### config.mk
export PLATFORM = sky130hd
export DESIGN_NAME = multicycle_controller
export DESIGN_NICKNAME = d
export VERILOG_FILES = /design/src/rtl/multicycle_controller.sv
export SDC_FILE = /design/constraint.sdc
export NUM_CORES = 1
export LEC_CHECK = 0
export ABC_AREA = 1
export CORE_MARGIN = 4
export CORE_UTILIZATION = 55
export CTS_BUF_LIST = sky130_fd_sc_hd__clkbuf_8 sky130_fd_sc_hd__clkbuf_16
export DETAILED_ROUTE_END_ITERATION = 10
export DONT_BUFFER_PORTS = 1
export GPL_TIMING_DRIVEN = 1
export PLACE_DENSITY = 0.7
export SLEW_MARGIN = 20
export SYNTH_ARGS = -nofsm -noshare
export SYNTH_HDL_FRONTEND = slang
export SYNTH_SLANG_ARGS = --single-unit
### constraint.sdc
create_clock -name clk -period 3.76 [get_ports clk]
set_input_delay 0.94 -clock clk [delete_from_list [all_inputs] [get_ports clk]]
set_output_delay 0.94 -clock clk [all_outputs]
set_load 0.02 [all_outputs]
### src/rtl/multicycle_controller.sv
// ============================================================================
// multicycle_controller
// ----------------------------------------------------------------------------
// Control FSM for a multicycle ARM-subset datapath. One memory port and one
// ALU are shared between fetch, address generation and execute, so each
// instruction takes several cycles. The controller decodes the latched
// instruction, holds the NZCV flags, evaluates the condition field and drives
// every mux select and write enable of the datapath.
//
// Parameters
//   MEM_WAIT    extra wait cycles spent in FETCH and MEMREAD (0..15)
//
// Ports
//   clk         in   rising-edge clock
//   reset_n     in   asynchronous reset, active low
//   instr       in   latched instruction ([31:28] cond, [27:26] op,
//                    [25:20] funct, [15:12] rd)
//   alu_flags   in   {n,z,c,v} from the ALU in the current cycle
//   pc_write    out  PC load enable
//   ir_write    out  instruction register load enable
//   adr_src     out  memory address select (0 pc, 1 alu_out)
//   mem_write   out  data memory write enable
//   reg_write   out  register file write enable
//   alu_src_a   out  ALU A select (0 rd1, 1 pc)
//   alu_src_b   out  ALU B select (00 rd2, 01 ext_imm, 10 const 4)
//   result_src  out  result select (00 alu_out, 01 data, 10 alu_result)
//   imm_src     out  extender mode (= op)
//   reg_src     out  [1] r15 as addr1 for branches, [0] rd as addr2 for memory
//   alu_ctl     out  00 add, 01 sub, 10 and, 11 orr
//   state_o     out  current state (debug / verification)
// ============================================================================
module multicycle_controller #(
    parameter int MEM_WAIT = 0
) (
    input  logic        clk,
    input  logic        reset_n,
    input  logic [31:0] instr,
    input  logic [3:0]  alu_flags,
    output logic        pc_write,
    output logic        ir_write,
    output logic        adr_src,
    output logic        mem_write,
    output logic        reg_write,
    output logic        alu_src_a,
    output logic [1:0]  alu_src_b,
    output logic [1:0]  result_src,
    output logic [1:0]  imm_src,
    output logic [1:0]  reg_src,
    output logic [1:0]  alu_ctl,
    output logic [3:0]  state_o
);

    typedef enum logic [3:0] {
        S_FETCH    = 4'd0,
        S_DECODE   = 4'd1,
        S_MEMADR   = 4'd2,
        S_MEMREAD  = 4'd3,
        S_MEMWB    = 4'd4,
        S_MEMWRITE = 4'd5,
        S_EXECUTER = 4'd6,
        S_EXECUTEI = 4'd7,
        S_ALUWB    = 4'd8,
        S_BRANCH   = 4'd9
    } state_t;

    localparam logic [3:0] WAIT_LAST = 4'(MEM_WAIT);

    // ARM condition-code evaluation against {n,z,c,v}
    function automatic logic cond_eval(input logic [3:0] cond, input logic [3:0] flags);
        logic n, z, c, v;
        logic res;
        {n, z, c, v} = flags;
        case (cond)
            4'b0000: res = z;
            4'b0001: res = ~z;
            4'b0010: res = c;
            4'b0011: res = ~c;
            4'b0100: res = n;
            4'b0101: res = ~n;
            4'b0110: res = v;
            4'b0111: res = ~v;
            4'b1000: res = c & ~z;
            4'b1001: res = ~c | z;
            4'b1010: res = (n == v);
            4'b1011: res = (n != v);
            4'b1100: res = ~z & (n == v);
            4'b1101: res = z | (n != v);
            4'b1110: res = 1'b1;
            default: res = 1'b0;
        endcase
        return res;
    endfunction

    // Data-processing command decode: returns {arith, no_write, alu_ctl[1:0]}
    function automatic logic [3:0] cmd_decode(input logic [3:0] cmd);
        logic [3:0] res;
        case (cmd)
            4'b0100: res = {1'b1, 1'b0, 2'b00};  // ADD
            4'b0010: res = {1'b1, 1'b0, 2'b01};  // SUB
            4'b0000: res = {1'b0, 1'b0, 2'b10};  // AND
            4'b1100: res = {1'b0, 1'b0, 2'b11};  // ORR
            4'b1010: res = {1'b1, 1'b1, 2'b01};  // CMP: subtract, flags only
            default: res = {1'b0, 1'b1, 2'b00};  // unsupported: harmless no-op
        endcase
        return res;
    endfunction

    state_t      state_r;
    state_t      state_next_s;
    logic [3:0]  cnt_r;
    logic [3:0]  flags_r;
    logic        cond_ex_s;
    logic        wait_done_s;
    logic [1:0]  op_s;
    logic [5:0]  funct_s;
    logic        rd_is_pc_s;
    logic [3:0]  dp_s;
    logic        dp_arith_s;
    logic        dp_no_write_s;
    logic [1:0]  dp_ctl_s;
    logic        pc_write_s;
    logic        ir_write_s;
    logic        mem_write_s;
    logic        reg_write_s;
    logic        unused_s;

    assign op_s          = instr[27:26];
    assign funct_s       = instr[25:20];
    assign rd_is_pc_s    = (instr[15:12] == 4'd15);
    assign dp_s          = cmd_decode(funct_s[4:1]);
    assign dp_arith_s    = dp_s[3];
    assign dp_no_write_s = dp_s[2];
    assign dp_ctl_s      = dp_s[1:0];
    assign cond_ex_s     = cond_eval(instr[31:28], flags_r);
    assign wait_done_s   = (cnt_r == WAIT_LAST);
    assign unused_s      = ^{instr[19:16], instr[11:0]};

    assign imm_src = op_s;
    assign reg_src = {(op_s == 2'b10), (op_s == 2'b01)};
    assign state_o = state_r;

    // Write enables are forced low while reset is held so no partial write escapes
    assign pc_write  = pc_write_s  & reset_n;
    assign ir_write  = ir_write_s  & reset_n;
    assign mem_write = mem_write_s & reset_n;
    assign reg_write = reg_write_s & reset_n;

    // State register
    always_ff @(posedge clk or negedge reset_n) begin
        if (!reset_n) begin
            state_r <= S_FETCH;
        end else begin
            state_r <= state_next_s;
        end
    end

    // Wait counter: cleared on entry to FETCH/MEMREAD, counts (saturating) while there
    always_ff @(posedge clk or negedge reset_n) begin
        if (!reset_n) begin
            cnt_r <= 4'd0;
        end else if (((state_next_s == S_FETCH) || (state_next_s == S_MEMREAD)) &&
                     (state_next_s != state_r)) begin
            cnt_r <= 4'd0;
        end else if (((state_r == S_FETCH) || (state_r == S_MEMREAD)) && (cnt_r != 4'hF)) begin
            cnt_r <= cnt_r + 4'd1;
        end
    end

    // NZCV register: written at the end of execute for S-suffixed, condition-passing ops
    always_ff @(posedge clk or negedge reset_n) begin
        if (!reset_n) begin
            flags_r <= 4'b0000;
        end else if (((state_r == S_EXECUTER) || (state_r == S_EXECUTEI)) &&
                     funct_s[0] && cond_ex_s) begin
            flags_r[3:2] <= alu_flags[3:2];
            if (dp_arith_s) begin
                flags_r[1:0] <= alu_flags[1:0];
            end
        end
    end

    // Next-state logic and datapath control decode
    always_comb begin
        state_next_s = S_FETCH;
        pc_write_s   = 1'b0;
        ir_write_s   = 1'b0;
        mem_write_s  = 1'b0;
        reg_write_s  = 1'b0;
        adr_src      = 1'b0;
        alu_src_a    = 1'b0;
        alu_src_b    = 2'b00;
        result_src   = 2'b00;
        alu_ctl      = 2'b00;
        case (state_r)
            S_FETCH: begin
                alu_src_a  = 1'b1;
                alu_src_b  = 2'b10;
                result_src = 2'b10;
                if (wait_done_s) begin
                    ir_write_s   = 1'b1;
                    pc_write_s   = 1'b1;
                    state_next_s = S_DECODE;
                end else begin
                    state_next_s = S_FETCH;
                end
            end
            S_DECODE: begin
                alu_src_a  = 1'b1;
                alu_src_b  = 2'b10;
                result_src = 2'b10;
                case (op_s)
                    2'b00:   state_next_s = funct_s[5] ? S_EXECUTEI : S_EXECUTER;
                    2'b01:   state_next_s = S_MEMADR;
                    2'b10:   state_next_s = S_BRANCH;
                    default: state_next_s = S_FETCH;
                endcase
            end
            S_MEMADR: begin
                alu_src_b    = 2'b01;
                state_next_s = funct_s[0] ? S_MEMREAD : S_MEMWRITE;
            end
            S_MEMREAD: begin
                adr_src      = 1'b1;
                state_next_s = wait_done_s ? S_MEMWB : S_MEMREAD;
            end
            S_MEMWB: begin
                result_src   = 2'b01;
                reg_write_s  = cond_ex_s;
                pc_write_s   = cond_ex_s & rd_is_pc_s;
                state_next_s = S_FETCH;
            end
            S_MEMWRITE: begin
                adr_src      = 1'b1;
                mem_write_s  = cond_ex_s;
                state_next_s = S_FETCH;
            end
            S_EXECUTER: begin
                alu_src_b    = 2'b00;
                alu_ctl      = dp_ctl_s;
                state_next_s = S_ALUWB;
            end
            S_EXECUTEI: begin
                alu_src_b    = 2'b01;
                alu_ctl      = dp_ctl_s;
                state_next_s = S_ALUWB;
            end
            S_ALUWB: begin
                result_src   = 2'b00;
                reg_write_s  = cond_ex_s & ~dp_no_write_s;
                pc_write_s   = cond_ex_s & ~dp_no_write_s & rd_is_pc_s;
                state_next_s = S_FETCH;
            end
            S_BRANCH: begin
                alu_src_b    = 2'b01;
                result_src   = 2'b10;
                pc_write_s   = cond_ex_s;
                state_next_s = S_FETCH;
            end
            default: begin
                state_next_s = S_FETCH;
            end
        endcase
    end

endmodule

# Word level (Yosys, flattened, before mapping)
# Index checks and enable logic that the tools add are counted.
[totals] reg_bits=12 in_bits=38 out_inout_bits=20 elab_cells=96
[classes] add_sub_neg=1 eq_ne=35 n_mux=20 bitwise=16 reduce_logical=20
[op_table] operator="== test 4 bit, second input constant" count=12
[op_table] operator="one-hot mux 4 bit (5 select lines)" count=2
[op_table] operator="== test 4 x 3 -> 1 bit, second input constant" count=9
[op_table] operator="== test 4 x 2 -> 1 bit, second input constant" count=6
[op_table] operator="logical NOT 4 bit" count=5
[op_table] operator="one-hot mux 1 bit (15 select lines)" count=1
[op_table] operator="one-hot mux 4 bit (3 select lines)" count=1
[op_table] operator="bitwise AND 1 bit" count=9
[op_table] operator="== test 4 x 1 -> 1 bit, second input constant" count=2
[op_table] operator="2-to-1 mux 4 bit" count=2
[op_table] operator="one-hot mux 2 bit (2 select lines)" count=2
[op_table] operator="2-to-1 mux 1 bit" count=7
[op_table] operator="2-to-1 mux 3 bit" count=2
[op_table] operator="OR reduction 2 bit" count=3
[op_table] operator="OR reduction 3 bit" count=2
[op_table] operator="inverter 1 bit" count=5
[op_table] operator="adder 4 x 1 -> 4 bit, second input constant" count=1
[op_table] operator="logical AND 1 bit" count=4
[op_table] operator="!= test 4 bit" count=1
[op_table] operator="!= test 4 bit, second input constant" count=1
[op_table] operator="one-hot mux 1 bit (4 select lines)" count=1
[op_table] operator="logical OR 1 bit" count=3
[op_table] operator="== test 2 x 1 -> 1 bit, second input constant" count=1
[op_table] operator="== test 2 bit, second input constant" count=1
[op_table] operator="8 further kinds" count=9

# Depth between registers and ports, before layout
# Gate-level depths: netlist (run 1).
[logic_depth] word_depth=7 depth_mapped=12 ltp_nobuf=11

# Least setup slack after synthesis (run 1)
# No wires, ideal clock.
[synth_timing] path_type="input port to output port" start="input instr[29]" end="output reg_write" arrival_ps=1828 t_required_ps=2820 slack_ps=992 stages=7 n_path_buf=0 cell_sequence="nor2_1 -> nand2_1 -> nor2_1 -> a21oi_2 -> nand2_4 -> nand2_2 -> a21oi_1"
[synth_between] elab_chain_len=5 word_cells_on_any_way=19 classes_between="eq/ne: 14; mux: 2; bitwise: 2; reduce/logical: 1"
[synth_rtl] item="start, declared" line_no="37" text="input logic [31:0] instr,"
[synth_rtl] item="== test 4 bit, or another cell as far along" line_no="73" text="case (cond)"
[synth_rtl] item="one-hot mux 1 bit (15 select lines) *" line_no="73"
[synth_rtl] item="bitwise AND 1 bit" line_no="249" text="reg_write_s = cond_ex_s & ~dp_no_write_s;"
[synth_rtl] item="one-hot mux 1 bit (2 select lines) *" line_no="194" text="case (state_r)"
[synth_rtl] item="bitwise AND 1 bit *" line_no="146" text="assign reg_write = reg_write_s & reset_n;"
[synth_rtl] item="end, declared" line_no="43" text="output logic reg_write,"
# Every way passes the cells marked *; elsewhere a longest branch is shown, timed or not.

# Worst setup path after layout (run 1)
# Ends and elaborated chain as after synthesis.

==> results of run 1 <==
routing by layer:
layer  global-route usage  share of wire  vias up
met3               0.0381          0.078        2
met2                0.337           0.47       40
met5                    0              0        -
met1                0.218           0.44      528
met4               0.0954         0.0063        0
li1                     -              -      621
layout by cell type, fill, tap and decap left out, drive strengths merged:
| cell | n |
|---|---|
| buf | 1 |
| o21ai | 6 |
| nor3 | 2 |
| inv | 36 |
| nand2 | 62 |
| nand3 | 30 |
| a31oi | 1 |
| nor2 | 29 |
| dfrtp | 12 |
| nand4 | 3 |
| nand3b | 2 |
| ha | 2 |
| o311ai | 1 |
| o31ai | 1 |
| o211ai | 1 |
| a21oi | 4 |
| clkbuf | 3 |
cells in the mapped netlist (all sizes together):
cell	count	area [um2]
nand3b	2	15.0
o311ai	1	8.76
o211ai	1	12.5
inv	36	135
nor2	29	136
a21oi	4	27.5
dfrtp	12	300
o31ai	1	7.51
nand3	30	165
nand4	3	18.8
o21ai	6	30.0
buf	3	26.3
nor3	2	10.0
a31oi	1	6.26
nand2	62	270
ha	2	25.0
path summary, 6_finish.rpt:
kind | startpoint | end | slack (ps) | cells after the start
max in group asynchronous | reset_n | cnt_r[1] | 3290 | 0
worst min-delay path | reset_n | flags_r[0] | 390 | 0
worst min register to register | flags_r[1] | flags_r[1] | 500 | 2
worst max register to register | state_o[1] | cnt_r[2] | 2100 | 8
min in group clk | flags_r[1] | flags_r[1] | 500 | 2
worst max-delay path | instr[29] | reg_write | 880 | 10
sequential cells by signal (all words and copies together), names as in the netlist:
signal,count
flags_r,4
cnt_r,4
state_o,4
critical path, stage by stage:
cell	delay (ps)
inv_2	30
nor2_2	90
nand3_1	70
nand2_1	80
nand2_1	50
nand2_1	80
nor2_2	50
nand2_4	100
nand2_2	70
a21oi_1	380
logic make-up after synthesis:
kind of cell    after synthesis  share of synthesized area
compound gates               14                     0.0775
fa+ha+maj                     2                     0.0209
simple gates                128                      0.515
flops                        12                      0.251
buf+inv                      39                      0.135
report_power, final:
group	switching [uW]	total (uW)	internal, uW
registers	84.2	254	170
clock network	43.6	114	70.3
logic	356	507	150
per-stage QoR:
| stage | cell area [um2] | std cells | power, uW | hold WS, ps |
|---|---|---|---|---|
| global placement | 1210 | 220 | 740 | 491 |
| finish | 1250 | 223 | 874 | 392 |
| detailed placement | 1210 | 220 | 758 | 493 |
| floorplan | 1190 | 195 | 673 | 463 |
| global route | 1250 | 223 | 951 | 383 |
| CTS | 1250 | 223 | 877 | 388 |
area by class of cell:
| type | count | share of cell area |
|---|---|---|
| Multi-Input combinational cell | 144 | 0.586 |
| Tap cell | 27 | 0.0270 |
| Clock buffer | 3 | 0.0330 |
| Sequential cell | 12 | 0.240 |
| Inverter | 36 | 0.108 |
| Timing Repair Buffer | 1 | 0.00600 |
==> results.sh, run 1 <==
export IMPL_outcome="complete, no violations"
export IMPL_gr_total_overflow=0
export IMPL_worstPathMaxFanout=7
export IMPL_num_antenna_cells=0
export IMPL_htree_num_levels=1
export IMPL_clk_pin_slew_ps=50
export IMPL_setup_viol=0
export IMPL_ioPinCount=58
export IMPL_routed_wl_um=2720
export IMPL_dp_hpwl_um=2210
export IMPL_fin_util=0.619
export IMPL_start_kind="input pin"
export IMPL_p_per_area_nw_per_um2=699
export IMPL_port_buffers=0
export IMPL_seqCellArea_um2=300
export IMPL_tritoncts_num_sinks=12
export IMPL_start_util=0.591
export IMPL_grt_pass1_vias=1055
export IMPL_syn_to_final_growth_pct=4.71
export IMPL_antenna_found_initial=0
export IMPL_route_antenna_remaining_nets=0
export IMPL_hold_viol_final=0
export IMPL_relSlewSlack=0.567
export IMPL_grt_max_degree=15
export IMPL_die_area_um2=2980
export IMPL_drt_first_pass_iters=4
export IMPL_arrival_ps=1940
export IMPL_hold_class="in -> async"
export IMPL_peakVddDrop_uv=446
export IMPL_finalCriticalPeriod_ps=2880
export IMPL_drcViolationCount=0
export IMPL_root_buffer="clkbuf_8"
export IMPL_fillers=199
export IMPL_synth_nets=235
export IMPL_tns_ps=0
export IMPL_syn_avg_cell_area_um2=6.13
export IMPL_wire_per_inst_um=12.2
export IMPL_track_usage=0.192
export IMPL_power_static_leakage_uw=0.000701
export IMPL_ys_types=25
export IMPL_ys_ff_latch=12
export IMPL_clk_path_buf_depth=2
export IMPL_die_x_um=54.6
export IMPL_die_h_um=54.6
export IMPL_rsz0062_at_grt="false"
export IMPL_tightest_slew_ps=642
export IMPL_num_rows=16
export IMPL_cap_violations=0
export IMPL_skew_ps=5.30
export IMPL_max_freq_mhz=347
export IMPL_routed_via_density=5.34
export IMPL_fin_crit_sh=0.766
export IMPL_required_ps=2820
export IMPL_syn_inst=195
export IMPL_cp_end_kind="output port"
export IMPL_multi_input_area_um2=733
export IMPL_cts_resized=0
export IMPL_vias=1191
export IMPL_slew_viol_final=0
export IMPL_clkLatencyLatePin_ps=240
export IMPL_ctsHoldBuffers=0
export IMPL_drtIter0Drc=28
export IMPL_finalWorstSetupSlack_ps=879
export IMPL_ys_warn_count=0
export IMPL_gp_congestion=0.805
export IMPL_cts_tree="done"
export IMPL_post_place_ws_ps=876
export IMPL_drive_gt1_frac=0.173
export IMPL_grt_pass1_wl_um=4170
export IMPL_syn_area_um2=1190
export IMPL_yosysSeqAreaShare=0.251
export IMPL_numCtsBuffers=3
export IMPL_cts_setup_buffers=0
export IMPL_core_area_um2=2020
export IMPL_critPathKind="in -> out"
export IMPL_nets=238
Power figures use the tool's default switching activity.
==> inputs of run 2 (changes only) <==
==> constraint.sdc (replaced) <==
create_clock -name clk -period 3 [get_ports clk]
set_input_delay 0.75 -clock clk [delete_from_list [all_inputs] [get_ports clk]]
set_output_delay 0.75 -clock clk [all_outputs]
set_load 0.02 [all_outputs]
==> results of run 2 <==
The final DEF is identical to that of run 1. Status: complete, no violations.
Main changes from that run: setup slack after placement 876 ps -> 496 ps; setup slack after layout 879 ps -> 491 ps; hold slack 392 ps -> 202 ps; start point of the critical path instr[29] -> state_o[1]; end point of the critical path reg_write -> pc_write; register-to-register setup slack 2100 ps -> 1340 ps; total power 874 uW -> 1100 uW; worst IR drop on VDD 446 uV -> 559 uV
==> inputs of run 3 (changes only) <==
==> constraint.sdc (replaced) <==
create_clock -name clk -period 2.6 [get_ports clk]
set_input_delay 0.65 -clock clk [delete_from_list [all_inputs] [get_ports clk]]
set_output_delay 0.65 -clock clk [all_outputs]
set_load 0.02 [all_outputs]
==> run 3 against run 2 <==
  * Final area rose by 1.2%
  * Via count decreased by 1.3%
  * Combinational power up 18%
  * Critical path depth rose by 4
  * Count of clock-buffer cells in the layout is the same
  * Die area unchanged
  * Worst setup slack worse by 270 ps
  * Final cell count up 0.90%
  * Sequential cell count unchanged
  * Clock power rose by 14%
  * Hold slack worse by 96 ps
  * Global-route usage up 0.57 points
  * Critical endpoint unchanged
  * Largest power group unchanged
  * Highest routed layer unchanged
==> results.sh, run 3 (synthesized netlist as in run 1, its figures left out) <==
export IMPL_outcome="complete, no violations"
export IMPL_hold_viol_final=0
export IMPL_numCtsBuffers=3
export IMPL_finalWorstSetupSlack_ps=221
export IMPL_relSlewSlack=0.548
export IMPL_clk_pin_slew_ps=50
export IMPL_critPathKind="reg -> out"
export IMPL_cap_violations=0
export IMPL_wire_per_inst_um=12.0
export IMPL_ctsHoldBuffers=0
export IMPL_clk_path_buf_depth=2
export IMPL_grt_pass1_vias=1069
export IMPL_worstPathMaxFanout=7
export IMPL_cts_setup_buffers=0
export IMPL_rsz0062_at_grt="false"
export IMPL_final_cell_mix="53 x nand2_1, 30 x inv_1, 27 x nand3_1"
export IMPL_skew_ps=1.60
export IMPL_syn_to_final_growth_pct=5.97
export IMPL_tns_ps=0
export IMPL_max_freq_mhz=420
export IMPL_die_area_um2=2980
export IMPL_die_h_um=54.6
export IMPL_seqCellArea_um2=300
export IMPL_cp_end_kind="output port"
export IMPL_fin_util=0.626
export IMPL_finish_instance_area_um2=1270
export IMPL_fillers=199
export IMPL_drtIter0Drc=22
export IMPL_p_per_area_nw_per_um2=1000
export IMPL_start_util=0.591
export IMPL_layout_commonest_cell="nand2_1"
export IMPL_cts_tree="done"
export IMPL_tightest_slew_ps=671
export IMPL_tritoncts_num_sinks=12
export IMPL_num_antenna_cells=0
export IMPL_clkLatencyLatePin_ps=240
export IMPL_finalCriticalPeriod_ps=2380
export IMPL_drcViolationCount=0
export IMPL_routed_wl_um=2700
export IMPL_grt_pass1_wl_um=4260
export IMPL_drive_gt1_frac=0.182
export IMPL_r2r_start="state_o[1]"
export IMPL_arrival_ps=1730
export IMPL_fin_hold_ws_ps=106
export IMPL_gr_total_overflow=0
export IMPL_fin_crit_sh=0.915
export IMPL_antenna_found_initial=0
export IMPL_ioPinCount=58
export IMPL_slew_viol_final=0
export IMPL_setup_viol=0
export IMPL_routed_via_density=5.23
export IMPL_gp_congestion=0.804
export IMPL_vias=1176
export IMPL_reg2reg_slack_ps=940
export IMPL_required_ps=1950
export IMPL_rr_endpoint="cnt_r[0]"
export IMPL_track_usage=0.197
export IMPL_cts_resized=0
export IMPL_die_x_um=54.6
export IMPL_power_static_leakage_uw=0.000711
export IMPL_start_kind="flip-flop"
export IMPL_port_buffers=0
export IMPL_num_rows=16
export IMPL_core_area_um2=2020
export IMPL_ff2ff_path_depth=10
export IMPL_peakVddDrop_uv=785
export IMPL_grt_max_degree=15
export IMPL_place_area_um2=1220
export IMPL_root_buffer="clkbuf_8"
export IMPL_hold_class="in -> async"
export IMPL_htree_num_levels=1
export IMPL_drt_first_pass_iters=4
export IMPL_dp_hpwl_um=2230
export IMPL_nets=240
export IMPL_route_antenna_remaining_nets=0
export IMPL_multi_input_area_um2=733
export IMPL_post_place_ws_ps=317
[run 3: cell types whose count changed in the layout (fill, tap and decap cells not counted), sizes merged]
cell / previous run / this run
buf: 1 / 3
[run 3: power by group]
part           switching (uW)  internal (uW)  leakage, uW
Sequential                112            245     0.000160
Clock                    61.8            102    0.0000216
Combinational             522            225     0.000529
[run 3: through the flow]
step,cells,total power [uW]
3_3_place_gp,222,1080
6_report,225,1270
3_5_place_dp,222,1100
5_1_grt,225,1380
4_1_cts,225,1270
2_1_floorplan,195,973
[run 3: layout make-up]
cell class / instances / area share
inverter: 36 / 0.107
sequential: 12 / 0.237
clock buffer: 3 / 0.0326
tap: 27 / 0.0267
timing repair buffer: 3 / 0.0178
multi-input combinational: 144 / 0.579
[run 3: worst max-delay path: stages, from the launching register on]
cell	delay, ps
dfrtp_1	430
inv_1	90
nand2_1	70
nand3_1	80
nand2_1	70
nor2_1	120
a21oi_2	60
nand2_4	130
nand2_2	70
o21ai_1	370
[run 3: worst max-delay path by stage]
stage | to | startpoint | slack (ps)
detailed placement | pc_write | instr[29] | 320
global route | pc_write | flags_r[3] | 110
floorplan | reg_write | instr[29] | 410
finish | pc_write | flags_r[3] | 220
CTS | pc_write | flags_r[3] | 210
global placement | pc_write | instr[29] | 340
[run 3: per-layer routing]
layer,GRT usage,vias to the layer above,part of all wire
met1,0.226,511,0.44
met5,0,-,0
met3,0.0327,7,0.065
li1,-,624,-
met2,0.356,34,0.47
met4,0.0830,0,0.016
